## src/rtl/instruction_encoder.sv

```systemverilog
// ----------------------------------------------------------------------------
// instruction_encoder
//   Streaming LEGv8 assembler back-end. It takes one symbolic instruction per
//   in_valid/in_ready handshake and produces the 32-bit machine word one cycle
//   later, paired with the byte address it should be preloaded at.
//   The output stage is a single register slice with valid/ready backpressure.
//   Immediates that do not fit the selected format are dropped. A drop raises
//   a one-cycle err pulse and bumps a saturating counter.
//
// Ports
//   clk, reset           rising-edge clock, async active-high reset
//   clear                sync restart: address back to BASE_ADDR, err_cnt to 0
//   in_valid / in_ready  input handshake
//   in_op                0 ADD,1 SUB,2 AND,3 ORR,4 LDUR,5 STUR,6 CBZ,7 NOP
//   in_rd, in_rn, in_rm  register fields
//   in_imm               20-bit signed immediate (DT_address / CB offset)
//   out_valid/out_ready  output handshake
//   out_word, out_addr   encoded word and its byte address
//   err, err_cnt         drop pulse and saturating drop count
// ----------------------------------------------------------------------------
module instruction_encoder #(
    parameter int                ADDR_W    = 32,
    parameter logic [ADDR_W-1:0] BASE_ADDR = '0,
    parameter int                ERR_W     = 8
) (
    input  logic              clk,
    input  logic              reset,
    input  logic              clear,
    input  logic              in_valid,
    output logic              in_ready,
    input  logic [2:0]        in_op,
    input  logic [4:0]        in_rd,
    input  logic [4:0]        in_rn,
    input  logic [4:0]        in_rm,
    input  logic [19:0]       in_imm,
    output logic              out_valid,
    input  logic              out_ready,
    output logic [31:0]       out_word,
    output logic [ADDR_W-1:0] out_addr,
    output logic              err,
    output logic [ERR_W-1:0]  err_cnt
);

    localparam logic [10:0] OPC_ADD  = 11'b10001011000;
    localparam logic [10:0] OPC_SUB  = 11'b11001011000;
    localparam logic [10:0] OPC_AND  = 11'b10001010000;
    localparam logic [10:0] OPC_ORR  = 11'b10101010000;
    localparam logic [10:0] OPC_LDUR = 11'b11111000010;
    localparam logic [10:0] OPC_STUR = 11'b11111000000;
    localparam logic [7:0]  OPC_CBZ  = 8'b10110100;

    logic              r_out_valid;
    logic [31:0]       r_out_word;
    logic [ADDR_W-1:0] r_out_addr;
    logic              r_err;
    logic [ERR_W-1:0]  r_err_cnt;

    logic        w_accept;
    logic        w_out_hs;
    logic        w_bad;
    logic        w_d_ok;
    logic        w_cb_ok;
    logic [31:0] w_word;

    assign in_ready = !r_out_valid || out_ready;
    assign w_accept = in_valid && in_ready;
    assign w_out_hs = r_out_valid && out_ready;

    // An imm fits in N signed bits when all bits above N-1 match bit N-1.
    // D format keeps 9 bits, CB format keeps 19 bits.
    assign w_d_ok  = (&in_imm[19:8]) || !(|in_imm[19:8]);
    assign w_cb_ok = (in_imm[19] == in_imm[18]);

    always_comb begin
        w_word = 32'h0000_0000;
        w_bad  = 1'b0;
        case (in_op)
            3'd0: w_word = {OPC_ADD, in_rm, 6'b0, in_rn, in_rd};
            3'd1: w_word = {OPC_SUB, in_rm, 6'b0, in_rn, in_rd};
            3'd2: w_word = {OPC_AND, in_rm, 6'b0, in_rn, in_rd};
            3'd3: w_word = {OPC_ORR, in_rm, 6'b0, in_rn, in_rd};
            3'd4: begin
                w_word = {OPC_LDUR, in_imm[8:0], 2'b00, in_rn, in_rd};
                w_bad  = !w_d_ok;
            end
            3'd5: begin
                w_word = {OPC_STUR, in_imm[8:0], 2'b00, in_rn, in_rd};
                w_bad  = !w_d_ok;
            end
            3'd6: begin
                w_word = {OPC_CBZ, in_imm[18:0], in_rd};
                w_bad  = !w_cb_ok;
            end
            default: w_word = 32'h0000_0000;  // NOP ignores every field
        endcase
    end

    always_ff @(posedge clk or posedge reset) begin
        if (reset) begin
            r_out_valid <= 1'b0;
            r_out_word  <= 32'h0000_0000;
            r_out_addr  <= BASE_ADDR;
            r_err       <= 1'b0;
            r_err_cnt   <= '0;
        end else begin
            r_err <= w_accept && w_bad;

            // A new word may load on the same edge the old one is consumed.
            if (w_accept && !w_bad) begin
                r_out_valid <= 1'b1;
                r_out_word  <= w_word;
            end else if (w_out_hs) begin
                r_out_valid <= 1'b0;
            end

            // The address counts completed output handshakes. clear wins over
            // the increment, and a still-pending word is relabelled BASE_ADDR.
            if (clear)
                r_out_addr <= BASE_ADDR;
            else if (w_out_hs)
                r_out_addr <= r_out_addr + ADDR_W'(4);

            if (clear)
                r_err_cnt <= '0;
            else if (w_accept && w_bad && (r_err_cnt != '1))
                r_err_cnt <= r_err_cnt + 1'b1;
        end
    end

    assign out_valid = r_out_valid;
    assign out_word  = r_out_word;
    assign out_addr  = r_out_addr;
    assign err       = r_err;
    assign err_cnt   = r_err_cnt;

endmodule
```

## config.mk

```make
export PLATFORM = sky130hd
export DESIGN_NAME = instruction_encoder
export DESIGN_NICKNAME = d
export VERILOG_FILES = /design/src/rtl/instruction_encoder.sv
export SDC_FILE = /design/constraint.sdc
export NUM_CORES = 1
export LEC_CHECK = 0
export ABC_AREA = 1
export BUFFER_PORTS_ARGS = -buffer_cell sky130_fd_sc_hd__buf_2
export CAP_MARGIN = 20
export CORE_UTILIZATION = 45
export CTS_CLUSTER_SIZE = 10
export DETAILED_ROUTE_END_ITERATION = 6
export PLACE_DENSITY = 0.73
export SLEW_MARGIN = 30
export SYNTH_ARGS = -nofsm -noshare
export SYNTH_HDL_FRONTEND = slang
export SYNTH_SLANG_ARGS = --single-unit
```

## constraint.sdc

```tcl
create_clock -name clk -period 2.2 [get_ports clk]
set_input_delay 0.11 -clock clk [delete_from_list [all_inputs] [get_ports clk]]
set_output_delay 0.11 -clock clk [all_outputs]
set_load 0.02 [all_outputs]
```

==> results.py, run 1 <==
metrics = {
    "outcome": {
        "status": "complete, no violations",
    },
    "worst_setup_path": {
        "crit_required_ps": 2480,
        "arrival_ps": 2090,
        "crit_type": "flip-flop to flip-flop",
        "cp-end-kind": "flip-flop",
        "startpoint_type": "flip-flop",
        "r2r_slack_ps": 380,
        "critPathMaxFanout": 5,
    },
    "floorplanning": {
        "num_rows": 33,
        "die_h_um": 96.1,
        "dieWidth_um": 96.1,
        "core_mm2": 0.00838,
        "dieArea_mm2": 0.00924,
        "ios": 118,
        "start_util_pct": 47.5,
    },
    "timing": {
        "maxSlewViolCount": 0,
        "tns_ps": 0,
        "worst_slack_ps": 384,
        "finalCriticalPeriod_ps": 1820,
        "finalHoldViolCount": 0,
        "fin_worst_skew_ps": 10.1,
        "grt_setup_unrepaired": "false",
        "timing.final.crit_share_pct": 82.5,
        "max_freq_mhz": 551,
        "setup_viol": 0,
    },
    "routing": {
        "drt_iter0_drc": 202,
        "via_count": 4065,
        "routed_via_density": 5.14,
        "drc_errors": 0,
        "dr.pass1.iters": 5,
        "routed_wirelength_um": 10700,
        "drtAntennaViolNets": 0,
        "detail_route.wl_per_cell_um": 13.5,
    },
    "cts": {
        "clkSinkCount": 72,
        "cts_buffers": 9,
        "h-tree-depth": 3,
        "clock_latency_ps": 340,
        "cts_tree": "yes",
        "cts-root-buf": "clkbuf_8",
        "path_clk_slew_ps": 70,
        "cts.path.max_buffers": 2,
        "post_cts_resized": 0,
    },
    "job": {
        "max-cap-violations": 0,
    },
    "placed_design": {
        "place_hpwl_um": 7880,
        "post-place-cells": 770,
        "place_ws_ps": 402,
        "port_buffers": 115,
        "routabilityCongestion": 0.893,
        "place_area_mm2": 0.00467,
    },
    "grt": {
        "antenna_found_initial": 0,
        "track_usage_pct": 25.1,
        "overflow": 0,
        "grt_pass1_wl_um": 17800,
        "grt_pass1_vias": 3784,
        "grt_max_degree": 73,
    },
    "power_and_ir_drop": {
        "internal-power_uw": 2100,
        "sw_frac_of_total_pct": 31.7,
        "ir_worst_vdd_uv": 349,
        "pwr-share-seq_pct": 48.8,
        "p_sw_uw": 973,
        "power_uw": 3070,
        "p_clk_share_pct": 30.9,
        "powerDensity_mw_per_mm2": 626,
        "p_leak_uw": 0.00267,
        "comb_power_share_pct": 20.3,
    },
    "synthesis": {
        "ys.flop_type": "dfrtp_1",
        "async_flop_share_pct": 100,
        "postSynthCellCount": 558,
        "synthTopCellsByCount": "200 x nand2_1, 72 x dfrtp_1, 62 x nor2_1",
        "yosysSeqAreaShare_pct": 45.2,
        "synth.area.top_cells": "dfrtp_1 45%, nand2_1 19%, nor2_1 5.8%",
        "synth_top_cell_area_share_pct": 45.2,
        "syn_area_mm2": 0.00399,
        "yosysMostFrequentCell": "nand2_1",
        "yosysWarnings": 0,
        "yosysTopAreaCell": "dfrtp_1",
        "synth_cell_types": 33,
        "synth_edf_count": 0,
        "synth.ff_latch_count": 72,
        "synth.avg_cell_area_um2": 7.14,
    },
    "finish": {
        "area_delta_synth_final_pct": 23.1,
        "layout-drive-gt1-share_pct": 22.7,
        "final_cells": 791,
        "diodes": 0,
        "fin_area_mm2": 0.00490,
        "nets": 729,
    },
    "hold_path": {
        "hold_path_class": "primary input to flip-flop",
    },
}
## sequential cells by signal, indices dropped and copies added, names as in the netlist
register and cells:
out_word 32, err_cnt 8, err 1, out_addr 30, out_valid 1
## path summary, 6_finish.rpt
kind | from | endpoint | depth (start not counted)
setup / recovery | out_addr[2] | out_addr[28] | 11
hold reg to reg | out_word[28] | out_word[28] | 2
hold / removal | in_rd[1] | out_word[1] | 3
max in group asynchronous | reset | out_addr[13] | 4
min in group asynchronous | reset | err_cnt[3] | 4
setup reg to reg | out_addr[2] | out_addr[28] | 11
## per-layer routing
metal | global-route usage [%] | up-vias | share of wire [%] | wire length (µm)
li1 | - | 2003 | - | -
met1 | 34.0 | 1897 | 45 | 4800
met2 | 39.9 | 146 | 47 | 4990
met3 | 4.90 | 19 | 6.5 | 694
met4 | 8.96 | 0 | 1.6 | 167
met5 | 0 | - | 0 | 0
## through the flow
| stage | hold WS (ps) | utilization [%] |
|---|---|---|
| 2_1_floorplan | 202 | - |
| 3_3_place_gp | 222 | 55.7 |
| 3_5_place_dp | 228 | 55.7 |
| 4_1_cts | 2.69 | 58.5 |
| 5_1_grt | 19.8 | 58.5 |
| 6_report | 5.30 | 58.5 |
## layout by cell type, fill, tap and decap left out, types with 6 or more instances in the layout
cell type      netlist  final
nor2_2               6      6
nor3_1               9      9
inv_1               55     54
nor2_1              62     62
a21oi_1             18     18
dlygate4sd3_1        0      6
nand2_1            200    200
dfrtp_1             72     72
nand4_1              9      9
clkbuf_8             0     11
nand3_1             45     45
buf_2                3    115
o21ai_0             25     25
inv_2                5      6
o21ai_1              8      8
## power by group through the flow
stage / clock (µW) / sequential, µW / combinational (µW)
3_5_place_dp: 0 / 1520 / 621
4_1_cts: 974 / 1500 / 628
2_1_floorplan: 0 / 1650 / 246
3_3_place_gp: 0 / 1520 / 609
5_1_grt: 1040 / 1510 / 684
6_report: 948 / 1500 / 623
## cell families (layout without fill, tap and decap cells)
kind of cell | after synthesis | in the layout | share of synthesized area (%)
buf+inv | 74 | 201 | 7.82
compound gates | 55 | 55 | 7.10
xor+xnor | 6 | 6 | 1.32
simple gates | 346 | 346 | 37.2
other cells | 1 | 2 | 0.0941
fa+ha+maj | 4 | 4 | 1.26
flops | 72 | 72 | 45.2
## layout make-up
type	count	area, µm²
Inverter	60	225
Clock inverter	3	17.5
Multi-Input combinational cell	413	1880
Fill cell	824	3480
Clock buffer	12	155
Tap cell	105	131
Timing Repair Buffer	126	698
Sequential cell	72	1800
## repair_timing
item                                    CTS  global route
endpoints found under the setup margin    0             0
hold buffers                              6             0
hold endpoints to repair                 77             0
buffers inserted                          0             0
## critical path, stage by stage (launching register included)
cell     delay, ps
dfrtp_1        400
ha_1           200
nand2_1        100
nor2_2         160
nand2_1        110
nor2_2         180
nand2_1         90
nor2_2         170
nand3_1        130
nand2_1         80
nand2_1         40
nor2_1          90
(Power assumes the default switching activity.)
==> run 2: changes to the inputs <==
==> constraint.sdc (replaced) <==
create_clock -name clk -period 1.75 [get_ports clk]
set_input_delay 0.0875 -clock clk [delete_from_list [all_inputs] [get_ports clk]]
set_output_delay 0.0875 -clock clk [all_outputs]
set_load 0.02 [all_outputs]
==> results.py, run 2 (same netlist as run 1, synthesis figures left out) <==
metrics = {
    "timing": {
        "tns_ps": 0,
        "finalCriticalPeriod_ps": 1650,
        "maxSlewViolCount": 0,
        "timing.final.crit_share_pct": 94.5,
        "fin_worst_skew_ps": 10.2,
        "grt_setup_unrepaired": "true",
        "finalHoldViolCount": 0,
        "slew_headroom_pct": 60.4,
        "worst_pin_slew_ps": 592,
        "max_freq_mhz": 605,
        "setup_viol": 0,
    },
    "power_and_ir_drop": {
        "powerDensity_mw_per_mm2": 758,
        "p_leak_uw": 0.00276,
        "ir_worst_vdd_uv": 501,
    },
    "routing": {
        "detail_route.wl_per_cell_um": 13.2,
        "drt_iter0_drc": 196,
        "dr.pass1.iters": 4,
        "via_count": 4047,
        "routed_via_density": 5.01,
        "routed_wirelength_um": 10700,
        "drtAntennaViolNets": 0,
        "drc_errors": 0,
    },
    "floorplanning": {
        "dieWidth_um": 96.1,
        "die_h_um": 96.1,
        "ios": 118,
        "num_rows": 33,
        "start_util_pct": 47.5,
        "dieArea_mm2": 0.00924,
        "core_mm2": 0.00838,
    },
    "worst_setup_path": {
        "crit_start": "out_addr[3]",
        "worst_path_most_repeated_cell": "nor2_4",
        "r2r_cells": 11,
        "slowest_delay_ps": 370,
        "arrival_ps": 1890,
        "crit_path_cell_trace": "ha_2, nand2_4, nor2_4, nand2_2, nor2_4, nand2_2, nor2_4, buf_4, nand3_1, nand2_1, nor2_1",
        "rr_endpoint": "out_addr[22]",
        "crit_slowest_cell": "dfrtp_1",
        "crit_required_ps": 1990,
        "r2r_slack_ps": 100,
        "crit_family": "simple AND/OR/NAND/NOR gates",
        "cp-end-kind": "flip-flop",
        "crit_buf_inv": 1,
        "reg2reg_from": "out_addr[3]",
        "crit_type": "flip-flop to flip-flop",
        "startpoint_type": "flip-flop",
        "critPathMaxFanout": 5,
    },
    "finish": {
        "fillerInstances": 822,
        "diodes": 0,
        "utilization_pct": 60.8,
        "nets": 745,
        "layout-drive-gt1-share_pct": 25.0,
        "final_common_cell": "nand2_1",
        "largest_reg_flops": 32,
        "area_delta_synth_final_pct": 27.9,
        "fin_area_mm2": 0.00510,
        "layout_common_cells": "197 x nand2_1, 115 x buf_2, 72 x dfrtp_1",
        "final_cells": 808,
    },
    "hold_path": {
        "hold_path_class": "primary input to flip-flop",
        "hold_end": "out_word[25]",
        "min_path_cells": 2,
        "worstHoldStart": "in_op[2]",
    },
    "cts": {
        "cts_tree": "yes",
        "path_clk_slew_ps": 80,
        "cts_buffers": 9,
        "cts.path.max_buffers": 2,
        "cts-root-buf": "clkbuf_8",
        "h-tree-depth": 3,
        "clkSinkCount": 72,
        "clock_latency_ps": 340,
    },
    "grt": {
        "grt_pass1_wl_um": 17500,
        "antenna_found_initial": 0,
        "overflow": 0,
        "track_usage_pct": 25.0,
        "grt_max_degree": 38,
        "grt_pass1_vias": 3741,
    },
    "outcome": {
        "status": "complete, no violations",
    },
    "placed_design": {
        "place_hpwl_um": 8120,
        "place_area_mm2": 0.00476,
        "port_buffers": 115,
        "post-place-cells": 780,
        "routabilityCongestion": 0.926,
    },
    "job": {
        "max-cap-violations": 0,
    },
}
-- run 2: changes by cell type in the layout (fill, tap and decap cells not counted), moves of 3 or more --
cell	delta
dlygate4sd3_1	+3
nand2_1	-3
nor2_4	+3
buf_4	+11
-- run 2: how the worst max path moves through the flow --
stage	to	slack, ps	depth (start not counted)
2_1_floorplan	out_addr[28]	50	11
3_3_place_gp	out_addr[28]	100	11
3_5_place_dp	out_addr[28]	20	11
4_1_cts	out_addr[28]	7	11
5_1_grt	out_addr[28]	-50	11
6_report	out_addr[22]	100	11
-- run 2: per-layer routing --
metal  GRT usage [%]  routed length [µm]
met5               0                   0
met4            10.8                 283
met3            4.27                 552
met2            40.5                5010
met1            33.0                4850
-- run 2: layout make-up --
cell class	instances	area, µm²	share of cell area (%)
Clock inverter	3	17.5	0.344
Multi-Input combinational cell	413	1930	37.8
Timing Repair Buffer	142	842	16.5
Inverter	60	229	4.49
Clock buffer	13	149	2.92
Tap cell	105	131	2.58
Sequential cell	72	1800	35.3
-- run 2: stage by stage --
stage	power, µW	setup WS (ps)	hold WS [ps]
floorplan	2390	50.3	180
global placement	2700	104	184
detailed placement	2720	20.2	191
CTS	3890	6.63	0.939
global route	4080	-46.4	29.7
finish	3870	96.6	25.7
-- run 2: power breakdown --
group          internal (µW)  switching [µW]
combinational            295             547
sequential              1800            78.0
clock                    551             595
total                   2650            1220
-- run 2: what timing repair did --
action	4_1_cts	5_1_grt
resized for setup	0	14
endpoints found under the setup margin	0	22
setup buffers	0	3
hold buffers	9	0
endpoints found under the hold margin	31	0
